[src/rtl/double_addsub_serial.sv]
// Digit-serial handshaked o = (+/-a) + (+/-b) mod 2^WIDTH, one DIGIT-wide slice per cycle.
// Define DOUBLE_ADDSUB_SERIAL_OVF_EN to add the registered signed-overflow output ovf.
module double_addsub_serial #(
    parameter int unsigned WIDTH = 16,
    parameter int unsigned DIGIT = 4
) (
    input  logic             clk,
    input  logic             rst_n,
    input  logic             in_valid,
    output logic             in_ready,
    input  logic [WIDTH-1:0] a,
    input  logic [WIDTH-1:0] b,
    input  logic             negate_a,
    input  logic             negate_b,
    output logic             out_valid,
    input  logic             out_ready,
    output logic [WIDTH-1:0] o,
`ifdef DOUBLE_ADDSUB_SERIAL_OVF_EN
    output logic             ovf,
`endif
    output logic             busy
);

    localparam int unsigned N    = WIDTH / DIGIT;
    localparam int unsigned CntW = (N > 1) ? $clog2(N) : 1;
    localparam logic [CntW-1:0] LastCnt = CntW'(N - 1);

    localparam logic [1:0] StIdle = 2'd0;
    localparam logic [1:0] StRun  = 2'd1;
    localparam logic [1:0] StDone = 2'd2;

    if ((WIDTH % DIGIT) != 0 || DIGIT == 0) begin : g_bad_digit
        $error("DIGIT must be nonzero and divide WIDTH");
    end

    logic [1:0]       state_q, state_d;
    logic [WIDTH-1:0] x_q, x_d;
    logic [WIDTH-1:0] y_q, y_d;
    logic [1:0]       carry_q, carry_d;
    logic [CntW-1:0]  cnt_q, cnt_d;
    logic [WIDTH-1:0] acc_q, acc_d;
    logic [WIDTH-1:0] o_q, o_d;
    logic [DIGIT+1:0] sum;

`ifdef DOUBLE_ADDSUB_SERIAL_OVF_EN
    logic ovf_q, ovf_d;
`endif

    // Carry can reach 2 because both negations inject their +1 at the first digit.
    assign sum = {2'b00, x_q[DIGIT-1:0]} + {2'b00, y_q[DIGIT-1:0]}
               + {{DIGIT{1'b0}}, carry_q};

    always_comb begin
        state_d = state_q;
        x_d     = x_q;
        y_d     = y_q;
        carry_d = carry_q;
        cnt_d   = cnt_q;
        acc_d   = acc_q;
        o_d     = o_q;
`ifdef DOUBLE_ADDSUB_SERIAL_OVF_EN
        ovf_d   = ovf_q;
`endif
        case (state_q)
            StIdle: begin
                if (in_valid) begin
                    x_d     = a ^ {WIDTH{negate_a}};
                    y_d     = b ^ {WIDTH{negate_b}};
                    carry_d = {1'b0, negate_a} + {1'b0, negate_b};
                    cnt_d   = '0;
                    state_d = StRun;
                end
            end
            StRun: begin
                x_d     = x_q >> DIGIT;
                y_d     = y_q >> DIGIT;
                carry_d = sum[DIGIT+1:DIGIT];
                cnt_d   = cnt_q + CntW'(1);
                acc_d[32'(cnt_q) * DIGIT +: DIGIT] = sum[DIGIT-1:0];
                if (cnt_q == LastCnt) begin
                    state_d = StDone;
                    o_d     = acc_d;
`ifdef DOUBLE_ADDSUB_SERIAL_OVF_EN
                    // Extra sign-extended bit differs from the result MSB on overflow.
                    ovf_d   = x_q[DIGIT-1] ^ y_q[DIGIT-1] ^ sum[DIGIT] ^ sum[DIGIT-1];
`endif
                end
            end
            StDone: begin
                if (out_ready) begin
                    state_d = StIdle;
                end
            end
            default: state_d = StIdle;
        endcase
    end

    always_ff @(posedge clk or negedge rst_n) begin
        if (!rst_n) begin
            state_q <= StIdle;
            x_q     <= '0;
            y_q     <= '0;
            carry_q <= '0;
            cnt_q   <= '0;
            acc_q   <= '0;
            o_q     <= '0;
`ifdef DOUBLE_ADDSUB_SERIAL_OVF_EN
            ovf_q   <= 1'b0;
`endif
        end else begin
            state_q <= state_d;
            x_q     <= x_d;
            y_q     <= y_d;
            carry_q <= carry_d;
            cnt_q   <= cnt_d;
            acc_q   <= acc_d;
            o_q     <= o_d;
`ifdef DOUBLE_ADDSUB_SERIAL_OVF_EN
            ovf_q   <= ovf_d;
`endif
        end
    end

    assign in_ready  = (state_q == StIdle);
    assign out_valid = (state_q == StDone);
    assign busy      = (state_q != StIdle);
    assign o         = o_q;
`ifdef DOUBLE_ADDSUB_SERIAL_OVF_EN
    assign ovf       = ovf_q;
`endif

endmodule
[config.mk]
export PLATFORM = sky130hd
export DESIGN_NAME = double_addsub_serial
export DESIGN_NICKNAME = d
export VERILOG_FILES = /design/src/rtl/double_addsub_serial.sv
export SDC_FILE = /design/constraint.sdc
export NUM_CORES = 1
export LEC_CHECK = 0
export BUFFER_PORTS_ARGS = -buffer_cell sky130_fd_sc_hd__buf_2
export CAP_MARGIN = 10
export CORE_AREA = 2 2 117 90
export DETAILED_ROUTE_END_ITERATION = 8
export DIE_AREA = 0 0 119 92
export PLACE_DENSITY = 0.7
export REMOVE_ABC_BUFFERS = 1
export SYNTH_ARGS = -nofsm -noshare
export SYNTH_HDL_FRONTEND = slang
export SYNTH_SLANG_ARGS = --single-unit
[constraint.sdc]
create_clock -name clk -period 4.2 [get_ports clk]
set_input_delay 0.84 -clock clk [delete_from_list [all_inputs] [get_ports clk]]
set_output_delay 0.84 -clock clk [all_outputs]
set_load 0.02 [all_outputs]
==> results.py, run 1 <==
metrics = {
    "worst_setup_path": {
        "critical_path.cell_chain": "inv_1, fa_1, inv_1, ha_1, fa_1, xor2_1, and2_1, a22o_2",
        "crit_path_max_fanout": 5,
        "cp_slowest_stage_delay_ns": 0.53,
        "timing.rr.end": "acc_q[15]",
        "crit_type": "reg -> reg",
        "startpoint_type": "register",
        "r2r_slack_ns": 1.47,
        "crit_required_ns": 4.46,
        "end_kind": "register",
        "slowest_stage": "fa_1",
        "crit_arrival_ns": 2.99,
        "r2r-start": "x_q[1]",
        "r2r_cells": 8,
    },
    "power_and_ir_drop": {
        "switching_share": 0.421,
        "intPower_mw": 2.05,
        "power.clock.fraction": 0.220,
        "p_switching_mw": 1.49,
        "pwr-share-seq": 0.325,
        "p_leak_nw": 2.05,
        "cellPowerDensity_nw_per_um2": 791,
        "comb_power_share": 0.455,
        "power.total_mw": 3.54,
        "ir_worst_vdd_uv": 303,
    },
    "synthesis": {
        "syn_inst": 382,
        "syn_area_per_cell_um2": 10.0,
        "synthArstFlopShare": 1.00,
        "ys.flop_type": "dfrtp_1",
        "ys_warn_count": 0,
        "synthXorXnorAreaFrac": 0.0777,
        "synth_edf_count": 0,
        "synth_top_family_by_area": "compound AO/OA/AOI/OAI gates",
        "synth_compound_area_frac": 0.227,
        "synth_adder_area_share": 0.0548,
        "synthDistinctLibCells": 37,
        "synth_area_um2": 3830,
        "synth-simple-area-share": 0.132,
        "ys_ff_latch": 70,
        "muxShareOfSynthArea": 0,
        "ys_seq_area_frac": 0.457,
    },
    "timing": {
        "fin_crit_sh": 0.649,
        "period_needed_ns": 2.73,
        "tightest_slew_ns": 0.789,
        "slew_violations": 0,
        "fmax_mhz": 367,
        "final.setup.tns_ns": 0,
        "skew_ns": 0.00483,
        "maxSlewHeadroom": 0.472,
        "setup_violations": 0,
        "rsz0062_at_grt": "false",
        "finalHoldViolCount": 0,
    },
    "place": {
        "placement.cell_area_um2": 4160,
        "portBuffers": 56,
        "gp_congestion": 0.798,
        "place_hpwl_um": 5600,
    },
    "cts": {
        "post-cts-setup-buffer-count": 0,
        "cts_made_buffers": 9,
        "htree_levels": 3,
        "cts_tree": "done",
        "worstSkewPairLatency_ns": 0.33,
        "postCtsHoldBufs": 0,
        "cts_sinks": 70,
        "cts_buffer_depth": 2,
        "cts_resized": 0,
        "clkSlewWorstSetupHoldPaths_ns": 0.06,
        "ctsRootBufferMaster": "clkbuf_16",
    },
    "cells_and_area": {
        "layout-drive-gt1-share": 0.205,
        "antenna_cells": 0,
        "syn_to_final_growth_pct": 16.6,
        "design_area_um2": 4470,
        "final_nets": 478,
    },
    "detailed_routing": {
        "viasPerCell": 5.14,
        "routed_wl_um": 8450,
        "num_vias": 2910,
        "antenna_left": 0,
        "drtIter0Drc": 105,
        "drc": 0,
        "dr.pass1.iters": 4,
        "wire_per_inst_um": 14.9,
    },
    "floorplan": {
        "die_y_um": 92,
        "rows": 32,
        "die_w_um": 119,
        "io_pins": 57,
        "start_util": 0.384,
        "core_area_um2": 9970,
        "die_area_um2": 10900,
    },
    "global_route": {
        "grt_antenna_before_repair": 0,
        "gr-total-overflow": 0,
        "grt_first_pass_wirelength_um": 14400,
        "grt_max_degree": 51,
        "grt_pass1_vias": 2875,
        "grt_usage": 0.163,
    },
    "worst_hold_path": {
        "hp-class": "reg -> reg",
        "hp-start": "o[0]",
        "holdPathStages": 2,
        "whs_endpoint": "o[0]",
    },
    "run": {
        "max_cap_violations": 0,
    },
    "status": {
        "run_status": "complete, no violations",
    },
}
==> synth_stat cells, types with 2 or more instances <==
master / n / area share
dfrtp_1: 70 / 0.46
a21oi_1: 45 / 0.059
nor2b_1: 45 / 0.073
o21ai_0: 30 / 0.039
nand2_1: 29 / 0.028
xor2_1: 26 / 0.059
a22oi_1: 16 / 0.031
a32o_1: 12 / 0.031
ha_1: 12 / 0.039
buf_2: 11 / 0.014
inv_1: 9 / 0.0088
clkbuf_1: 8 / 0.0078
o21ai_1: 8 / 0.010
o22a_1: 8 / 0.018
xnor2_1: 8 / 0.018
a22o_1: 7 / 0.016
buf_4: 4 / 0.0078
a2bb2oi_1: 3 / 0.0069
buf_1: 3 / 0.0029
buf_6: 3 / 0.0088
fa_1: 3 / 0.016
nor2_1: 3 / 0.0029
o21ai_2: 3 / 0.0069
and2_1: 2 / 0.0033
nand2b_1: 2 / 0.0033
==> final cells by class <==
class	instances	area, µm²
Fill cell	955	5500
Tap cell	136	170
Inverter	10	37.5
Clock inverter	6	68.8
Sequential cell	70	1750
Multi-Input combinational cell	273	1880
Clock buffer	10	239
Timing Repair Buffer	61	318
==> critical path, delay by kind of cell (launching register included) <==
kind                     cells  cell delay, ns
buffers and inverters        2            0.12
XOR/XNOR                     1            0.50
AO/OA/AOI/OAI                1            0.19
flip-flops                   1            0.35
AND/OR/NAND/NOR              1            0.33
adder cells (fa/ha/maj)      3            1.18
==> cells in the final DEF, fill, tap and decap left out, drive strengths merged, types with 10 or more instances in the layout <==
cell    instances
o21ai          41
xor2           26
dfrtp          70
clkbuf         10
ha             12
nand2          30
buf            61
inv            12
a32o           12
a22oi          16
nor2b          46
a21oi          45
==> kinds of logic after synthesis <==
group           after synthesis
compound gates              136
simple gates                 88
flops                        70
buf+inv                      39
xor+xnor                     34
fa+ha+maj                    15
==> metrics by stage <==
step                setup WS, ns  utilization  std cells  hold WS, ns
finish                      1.47        0.448        566        0.471
global route                1.34        0.448        566        0.498
CTS                         1.49        0.448        566        0.483
detailed placement          1.52        0.417        550        0.470
global placement            1.57        0.417        550        0.466
floorplan                   1.77            -        353        0.450
==> metal layers <==
metal  track usage  up-vias  part of all wire
met5             0        -                 0
met4        0.0327        0            0.0047
met3        0.0423        4             0.036
met2         0.254       64              0.47
met1         0.230     1420              0.49
li1              -     1422                 -
==> worst max-delay path by stage <==
| stage | start | to | depth (start not counted) |
|---|---|---|---|
| floorplan | state_q[0] | o[12] | 4 |
| global placement | x_q[1] | acc_q[15] | 8 |
| detailed placement | x_q[1] | acc_q[7] | 8 |
| CTS | x_q[1] | acc_q[15] | 8 |
| global route | state_q[1] | o[3] | 5 |
| finish | x_q[1] | acc_q[15] | 8 |
==> flip-flops by register name, indices dropped and copies added, names as in the netlist <==
signal / count
o: 16
carry_q: 2
acc_q: 16
x_q: 16
state_q: 2
cnt_q: 2
y_q: 16
==> power by group through the flow <==
stage / combinational [mW] / sequential, mW / clock (mW)
2_1_floorplan: 1.02 / 1.22 / 0
3_3_place_gp: 1.56 / 1.15 / 0
3_5_place_dp: 1.60 / 1.16 / 0
4_1_cts: 1.62 / 1.15 / 0.794
5_1_grt: 1.78 / 1.19 / 0.825
6_report: 1.61 / 1.15 / 0.778
No activity file was read; power rests on OpenSTA's default activity.
==> inputs of run 2 (changes only) <==
==> constraint.sdc (replaced) <==
create_clock -name clk -period 2.6 [get_ports clk]
set_input_delay 0.52 -clock clk [delete_from_list [all_inputs] [get_ports clk]]
set_output_delay 0.52 -clock clk [all_outputs]
set_load 0.02 [all_outputs]
==> results.py, run 2 (synthesis results as in run 1) <==
metrics = {
    "timing": {
        "fmax_mhz": 413,
        "skew_ns": 0.00512,
        "period_needed_ns": 2.42,
        "tightest_slew_ns": 0.658,
        "finalHoldViolCount": 0,
        "rsz0062_at_grt": "false",
        "slew_violations": 0,
        "hold-worst-slack_ns": 0.200,
        "maxSlewHeadroom": 0.561,
        "setup_violations": 0,
        "fin_crit_sh": 0.930,
        "final.setup.tns_ns": 0,
    },
    "detailed_routing": {
        "dr.pass1.iters": 4,
        "drc": 0,
        "wire_per_inst_um": 14.8,
        "viasPerCell": 5.05,
        "drtIter0Drc": 195,
        "antenna_left": 0,
        "routed_wl_um": 8460,
        "num_vias": 2890,
    },
    "floorplan": {
        "die_y_um": 92,
        "rows": 32,
        "io_pins": 57,
        "start_util": 0.384,
        "core_area_um2": 9970,
        "die_w_um": 119,
        "die_area_um2": 10900,
    },
    "cells_and_area": {
        "layout-drive-gt1-share": 0.218,
        "mostFrequentLayoutCells": "dfrtp_1, buf_2, nor2b_1, a21oi_1, o21ai_0",
        "design_area_um2": 4550,
        "fin_cells": 572,
        "layout_commonest_cell": "dfrtp_1",
        "antenna_cells": 0,
        "syn_to_final_growth_pct": 18.7,
        "final_nets": 484,
    },
    "worst_setup_path": {
        "end_kind": "register",
        "crit_arrival_ns": 2.64,
        "crit_path_max_fanout": 5,
        "startpoint_type": "register",
        "crit_type": "reg -> reg",
        "crit_required_ns": 2.82,
        "r2r_cells": 8,
    },
    "cts": {
        "post-cts-setup-buffer-count": 0,
        "cts_sinks": 70,
        "cts_tree": "done",
        "htree_levels": 3,
        "postCtsHoldBufs": 0,
        "worstSkewPairLatency_ns": 0.33,
        "cts_buffer_depth": 2,
        "clkSlewWorstSetupHoldPaths_ns": 0.05,
        "ctsRootBufferMaster": "clkbuf_16",
        "cts_made_buffers": 9,
    },
    "place": {
        "gp_congestion": 0.851,
        "placement.cell_area_um2": 4220,
        "place_hpwl_um": 5820,
        "placed_cells": 556,
        "portBuffers": 56,
    },
    "power_and_ir_drop": {
        "pwr-share-seq": 0.322,
        "power.clock.fraction": 0.227,
        "comb_power_share": 0.451,
        "intPower_mw": 3.45,
        "power.total_mw": 5.82,
        "cellPowerDensity_nw_per_um2": 1280,
        "p_leak_nw": 2.09,
        "ir_worst_vdd_uv": 532,
        "p_switching_mw": 2.37,
        "switching_share": 0.407,
    },
    "run": {
        "max_cap_violations": 0,
    },
    "worst_hold_path": {
        "hp-class": "in -> async",
    },
    "global_route": {
        "grt_antenna_before_repair": 0,
        "grt_first_pass_wirelength_um": 14300,
        "gr-total-overflow": 0,
        "grt_max_degree": 34,
        "grt_pass1_vias": 2929,
        "grt_usage": 0.166,
    },
    "status": {
        "run_status": "complete, no violations",
    },
}
run 2: cell types whose count changed in the layout (fill, tap and decap cells not counted):
| cell | before | now |
|---|---|---|
| xor2_2 | 0 | 1 |
| clkinv_4 | 1 | 0 |
| inv_6 | 2 | 0 |
| xor2_1 | 26 | 25 |
| bufinv_16 | 1 | 2 |
| buf_12 | 0 | 1 |
| clkinvlp_4 | 1 | 2 |
| buf_4 | 5 | 10 |
| clkinv_2 | 1 | 2 |
run 2: path summary, 6_finish.rpt:
path	from	to	slack, ns
max in group asynchronous	rst_n	y_q[8]	1.72
setup / recovery	x_q[1]	acc_q[15]	0.18
hold / removal	rst_n	y_q[13]	0.20
hold reg to reg	o[0]	o[0]	0.47
setup reg to reg	x_q[1]	acc_q[15]	0.18
min in group clk	out_ready	state_q[1]	0.38
run 2: power groups by stage:
stage                     sequential [mW]  clock (mW)  combinational, mW
after global routing                 1.93        1.40               2.93
after floorplan                      1.97           0               1.65
after CTS                            1.87        1.35               2.62
after detailed placement             1.89           0               2.60
final                                1.87        1.32               2.63
after global placement               1.86           0               2.55
run 2: timing repair:
item | CTS | global route
setup endpoints to repair | 0 | 2
gates resized for setup | 0 | 1
endpoints found under the hold margin | 0 | 0
run 2: per-layer routing:
metal / vias up / global-route usage / wire [µm]
li1: 1433 / - / -
met1: 1393 / 0.232 / 4230
met2: 59 / 0.251 / 3750
met3: 5 / 0.0529 / 427
met4: 0 / 0.0397 / 43
met5: - / 0 / 0
run 2: metrics by stage:
stage	worst slack, ns	utilization
floorplan	0.166	-
global placement	0.216	0.423
detailed placement	0.163	0.423
CTS	0.147	0.456
global route	0.0880	0.456
finish	0.181	0.456
run 2: worst max-delay path, stage by stage, from the launching register on:
cell	delay (ns)
dfrtp_1	0.35
inv_1	0.07
fa_1	0.52
inv_1	0.04
ha_1	0.21
fa_1	0.43
xor2_2	0.20
and2_1	0.22
a22o_2	0.26
run 2: cell type report:
| type | instances | area [µm²] |
|---|---|---|
| repair buffers | 67 | 375 |
| clock buffers | 10 | 239 |
| well taps | 136 | 170 |
| inverters | 10 | 37.5 |
| clock inverters | 6 | 85.1 |
| flip-flops and latches | 70 | 1750 |
| multi-input cells | 273 | 1890 |
| fillers | 964 | 5420 |
